**config.mk**
```make
export PLATFORM = sky130hd
export DESIGN_NAME = soc_evt_collector
export DESIGN_NICKNAME = d
export VERILOG_FILES = /design/src/rtl/soc_evt_collector.sv
export SDC_FILE = /design/constraint.sdc
export NUM_CORES = 1
export LEC_CHECK = 0
export CAP_MARGIN = 30
export CELL_PAD_IN_SITES_DETAIL_PLACEMENT = 0
export CELL_PAD_IN_SITES_GLOBAL_PLACEMENT = 2
export CORE_ASPECT_RATIO = 0.7
export CORE_UTILIZATION = 38
export CTS_CLUSTER_SIZE = 16
export DETAILED_ROUTE_END_ITERATION = 10
export HOLD_SLACK_MARGIN = 0.1
export PLACE_DENSITY = 0.85
export SLEW_MARGIN = 20
export SYNTH_ARGS = -nofsm -noshare
export SYNTH_HDL_FRONTEND = slang
export SYNTH_SLANG_ARGS = --single-unit
```
**constraint.sdc**
```tcl
create_clock -name clk_i -period 9.8 [get_ports clk_i]
set_clock_uncertainty 0.15 [all_clocks]
set_input_delay 1.96 -clock clk_i [delete_from_list [all_inputs] [get_ports clk_i]]
set_output_delay 1.96 -clock clk_i [all_outputs]
set_load 0.01 [all_outputs]
```
**src/rtl/soc_evt_collector.sv**
```systemverilog
// soc_evt_collector
// Collects single-cycle event pulses from NB_SRC SoC peripheral sources,
// pends one event per source and forwards event IDs (ID_BASE + source index)
// to the event unit SoC FIFO over a valid/ready handshake. Sources are served
// round-robin. A second event arriving while a source is still pending, and
// not being granted in that cycle, is dropped and reported on lost_evt_o.
module soc_evt_collector #(
    parameter int NB_SRC     = 16,
    parameter int EVNT_WIDTH = 8,
    parameter int ID_BASE    = 0
) (
    input  logic                  clk_i,
    input  logic                  rst_ni,
    input  logic [NB_SRC-1:0]     evt_i,
    input  logic [NB_SRC-1:0]     evt_mask_i,
    output logic                  soc_periph_evt_valid_o,
    input  logic                  soc_periph_evt_ready_i,
    output logic [EVNT_WIDTH-1:0] soc_periph_evt_data_o,
    output logic                  lost_evt_o,
    output logic [EVNT_WIDTH-1:0] lost_id_o
);

    localparam int                    IDX_W    = (NB_SRC > 1) ? $clog2(NB_SRC) : 1;
    localparam logic [EVNT_WIDTH-1:0] ID_OFS   = EVNT_WIDTH'(ID_BASE);
    localparam logic [IDX_W-1:0]      LAST_RST = IDX_W'(NB_SRC - 1);

    logic [NB_SRC-1:0] pending;
    logic [IDX_W-1:0]  last_grant;

    logic [NB_SRC-1:0] evt_en;
    logic [NB_SRC-1:0] grant_vec;
    logic [NB_SRC-1:0] lost_vec;
    logic              grant_found;
    logic [IDX_W-1:0]  grant_idx;
    logic [IDX_W-1:0]  cand;
    logic              lost_found;
    logic [IDX_W-1:0]  lost_idx;
    logic              load;

    // Masked sources are simply invisible: they neither pend nor count as lost.
    assign evt_en = evt_i & evt_mask_i;

    // The output register may take a new ID when empty or when its content is
    // being consumed this cycle; this gives back-to-back transfers.
    assign load = grant_found && (!soc_periph_evt_valid_o || soc_periph_evt_ready_i);

    assign grant_vec = load ? (NB_SRC'(1) << grant_idx) : '0;

    // A granted source accepts a same-cycle event, so it is excluded here.
    assign lost_vec  = evt_en & pending & ~grant_vec;

    // Round-robin pick: first pending source after the last granted one.
    always_comb begin
        grant_found = 1'b0;
        grant_idx   = '0;
        cand        = '0;
        for (int i = 1; i <= NB_SRC; i++) begin
            cand = IDX_W'((int'(last_grant) + i) % NB_SRC);
            if (!grant_found && pending[cand]) begin
                grant_found = 1'b1;
                grant_idx   = cand;
            end
        end
    end

    // Lowest-index lost source is the one reported; scanning downward lets it win.
    always_comb begin
        lost_found = |lost_vec;
        lost_idx   = '0;
        for (int k = NB_SRC - 1; k >= 0; k--) begin
            if (lost_vec[k]) begin
                lost_idx = IDX_W'(k);
            end
        end
    end

    // Pending bits: grant clears, a new enabled event sets (set wins).
    always_ff @(posedge clk_i) begin
        if (!rst_ni) begin
            pending    <= '0;
            last_grant <= LAST_RST;
        end else begin
            pending <= (pending & ~grant_vec) | evt_en;
            if (load) begin
                last_grant <= grant_idx;
            end
        end
    end

    // Output register toward the event FIFO; held stable under backpressure.
    always_ff @(posedge clk_i) begin
        if (!rst_ni) begin
            soc_periph_evt_valid_o <= 1'b0;
            soc_periph_evt_data_o  <= '0;
        end else if (load) begin
            soc_periph_evt_valid_o <= 1'b1;
            soc_periph_evt_data_o  <= ID_OFS + EVNT_WIDTH'(grant_idx);
        end else if (soc_periph_evt_valid_o && soc_periph_evt_ready_i) begin
            soc_periph_evt_valid_o <= 1'b0;
        end
    end

    // Lost-event report: one-cycle pulse with the ID of the dropped event.
    always_ff @(posedge clk_i) begin
        if (!rst_ni) begin
            lost_evt_o <= 1'b0;
            lost_id_o  <= '0;
        end else begin
            lost_evt_o <= lost_found;
            if (lost_found) begin
                lost_id_o <= ID_OFS + EVNT_WIDTH'(lost_idx);
            end
        end
    end

endmodule
```
==> flow_metrics.env <==
export IMPL_highest_layer="met4"
export IMPL_synth_seq_cells=30
export IMPL_required_ps=9880
export IMPL_drive_gt1_frac=0.174
export IMPL_port_buffers=44
export IMPL_rsz0062_at_grt="false"
export IMPL_syn2layout_area_growth_pct=15.1
export IMPL_routed_wl_um=16000
export IMPL_worst_slew_pin_slew_ps=881
export IMPL_hpwl_um=12200
export IMPL_drt_iter0_markers=608
export IMPL_htree_num_levels=2
export IMPL_fillers=1020
export IMPL_overflow=0
export IMPL_synthCells=495
export IMPL_preCtsSetupSlack_ps=2670
export IMPL_synth_warnings=0
export IMPL_fin_crit_sh=0.692
export IMPL_arrival_ps=6850
export IMPL_status="completed"
export IMPL_first_pass_iters=5
export IMPL_relSlewSlack=0.396
export IMPL_nNetsFinal=565
export IMPL_clkSinkCount=30
export IMPL_tns_ps=0
export IMPL_cts_tree="done"
export IMPL_post_route_util=0.463
export IMPL_ant_nets=0
export IMPL_cts_setup_buffers=0
export IMPL_grt_total_usage=0.276
export IMPL_core_area_um2=10600
export IMPL_drv_slew=0
export IMPL_cts_hold_buf=0
export IMPL_finalWeightedCongestion=0.970
export IMPL_clk_pin_slew_ps=60
export IMPL_rows=31
export IMPL_critical_path_max_stage_delay_ps=930
export IMPL_path_class="reg2reg"
export IMPL_post_drt_wl_per_cell_um=23.8
export IMPL_syn_area_per_cell_um2=8.64
export IMPL_grt_pass1_vias=4041
export IMPL_cap_violations=0
export IMPL_antenna_found_initial=0
export IMPL_fin_crit_ps=6780
export IMPL_die_w_um=129
export IMPL_path_delay_family="simple AND/OR/NAND/NOR gates"
export IMPL_drc=0
export IMPL_ys_seq_area_frac=0.140
export IMPL_die_y_um=90.7
export IMPL_synth_flop_cell="dfxtp_1"
export IMPL_min_path_type="reg2reg"
export IMPL_grt_max_degree=32
export IMPL_clock_latency_ps=280
export IMPL_io_pins=53
export IMPL_path_cells="buf_4, clkinv_1, ha_2, mux2_2, nor3_1, or4_1, mux2_2, and4_1, a31oi_1, inv_1, a21oi_4, nand3_1, o21ai_1, nand4_1, nor4b_2, a311o_1"
export IMPL_grt_pass1_wl_um=24200
export IMPL_dieArea_um2=11700
export IMPL_vias=4462
export IMPL_setup_ws_ps=3020
export IMPL_met3_wirelength_um=1890
export IMPL_syn_area_um2=4280
export IMPL_start_util=0.402
export IMPL_cp_max_fo=29
export IMPL_async_reset_ff_frac=0
export IMPL_met1Wirelength_um=7790
export IMPL_crit_buf_inv=3
export IMPL_cpMostUsedCell="mux2_2"
export IMPL_startpoint_type="flop"
export IMPL_ys_types=79
export IMPL_crit_path_end_kind="flop"
export IMPL_wl_met2_um=6180
export IMPL_diodes=0
export IMPL_clk_path_buf_depth=2
export IMPL_synth_edf_count=0
export IMPL_max_freq_ghz=0.148
export IMPL_root_buffer="clkbuf_16"
export IMPL_cts_inserted_buffers=5
export IMPL_finalSetupViolCount=0
export IMPL_hold_violations=0
export IMPL_cts_resized=0
export IMPL_via_per_inst=6.65
export IMPL_cpMaxStageDelayCell="ha_2"
path summary, 6_finish.rpt:
path	from	end	slack (ps)	cells past startpoint
max	last_grant[1]$_SDFFE_PN1P_	lost_id_o[0]$_SDFFE_PN0P_	3020	16
max reg2reg	last_grant[1]$_SDFFE_PN1P_	lost_id_o[0]$_SDFFE_PN0P_	3020	16
min reg2reg	lost_id_o[0]$_SDFFE_PN0P_	lost_id_o[0]$_SDFFE_PN0P_	340	1
min	lost_id_o[0]$_SDFFE_PN0P_	lost_id_o[0]$_SDFFE_PN0P_	340	1
worst reg2reg max path, stage by stage (launching register included):
cell	delay, ps
dfxtp_1	300
buf_4	350
clkinv_1	480
ha_2	930
mux2_2	310
nor3_1	40
or4_1	660
mux2_2	410
and4_1	360
a31oi_1	680
inv_1	320
a21oi_4	320
nand3_1	190
o21ai_1	390
nand4_1	210
nor4b_2	410
a311o_1	210
flip-flops by register name, indices dropped and copies added, names as in the netlist:
register,flops
pending,16
lost_id_o,4
lost_evt_o,1
soc_periph_evt_data_o,4
soc_periph_evt_valid_o,1
last_grant,4
synth_stat cells (all sizes together) (6+ instances only):
| cell | number | area, µm² |
|---|---|---|
| nor2 | 25 | 93.8 |
| a21oi | 16 | 91.3 |
| ha | 8 | 100 |
| xnor2 | 10 | 95.1 |
| nand2 | 54 | 205 |
| a31oi | 6 | 43.8 |
| buf | 26 | 176 |
| clkbuf | 13 | 50.0 |
| inv | 7 | 26.3 |
| mux4 | 32 | 721 |
| nor2b | 11 | 68.8 |
| nor4 | 6 | 37.5 |
| a41oi | 10 | 87.6 |
| nor3 | 12 | 60.1 |
| nand3 | 23 | 115 |
| nand4 | 8 | 56.3 |
| o21ai | 36 | 180 |
| a21boi | 14 | 105 |
| dfxtp | 30 | 601 |
| mux2i | 30 | 304 |
| mux2 | 26 | 293 |
routing by layer:
layer	vias to the layer above	GRT usage
li1	1997	-
met1	2165	0.441
met2	282	0.353
met3	18	0.0889
met4	0	0.0324
met5	-	0
cell families (layout without fill, tap and decap cells):
| family | Yosys count | after routing | share of synthesized area |
|---|---|---|---|
| DFF | 30 | 30 | 0.140 |
| and+or+nand+nor | 169 | 169 | 0.203 |
| muxes | 88 | 88 | 0.308 |
| xor gates and xnor gates | 11 | 11 | 0.0243 |
| other | 1 | 8 | 0.000877 |
| AOI/OAI and AO/OA | 141 | 141 | 0.240 |
| adders and majority gates | 8 | 8 | 0.0234 |
| buffers and inverters | 47 | 68 | 0.0600 |
final cells by class:
type / instances / area, µm² / share of cell area
multi-input cells: 425 / 3450 / 0.700
well taps: 148 / 185 / 0.0376
flip-flops and latches: 30 / 601 / 0.122
clock buffers: 6 / 139 / 0.0282
clock inverters: 2 / 12.5 / 0.00254
inverters: 8 / 30.0 / 0.00610
repair buffers: 52 / 508 / 0.103
metrics by stage:
stage | hold WS, ps | instances | instance area, µm²
after CTS | 347 | 669 | 4900
after floorplan | 369 | 502 | 4300
after detailed placement | 334 | 661 | 4750
after global routing | 384 | 671 | 4920
final | 343 | 671 | 4920
after global placement | 327 | 661 | 4750
layout by cell type, fill, tap and decap left out, drive strengths merged, types with 5 or more instances in the layout:
master | Yosys | layout
nand4 | 8 | 8
a31oi | 6 | 6
ha | 8 | 8
and2 | 5 | 5
clkbuf | 13 | 7
clkdlybuf4s50 | 0 | 44
a21oi | 16 | 16
nand2 | 54 | 54
o21ai | 36 | 36
nor3 | 12 | 12
a211oi | 5 | 5
buf | 26 | 7
conb | 1 | 8
nand3 | 23 | 23
inv | 7 | 7
a41oi | 10 | 10
nor2 | 25 | 25
dfxtp | 30 | 30
xnor2 | 10 | 10
a21boi | 14 | 14
mux2i | 30 | 30
nor4 | 6 | 6
a22oi | 5 | 5
nor2b | 11 | 11
mux4 | 32 | 32
mux2 | 26 | 26
Power is not shown: default switching activity piles up to over one toggle a cycle in this logic, so the estimate is an artifact.
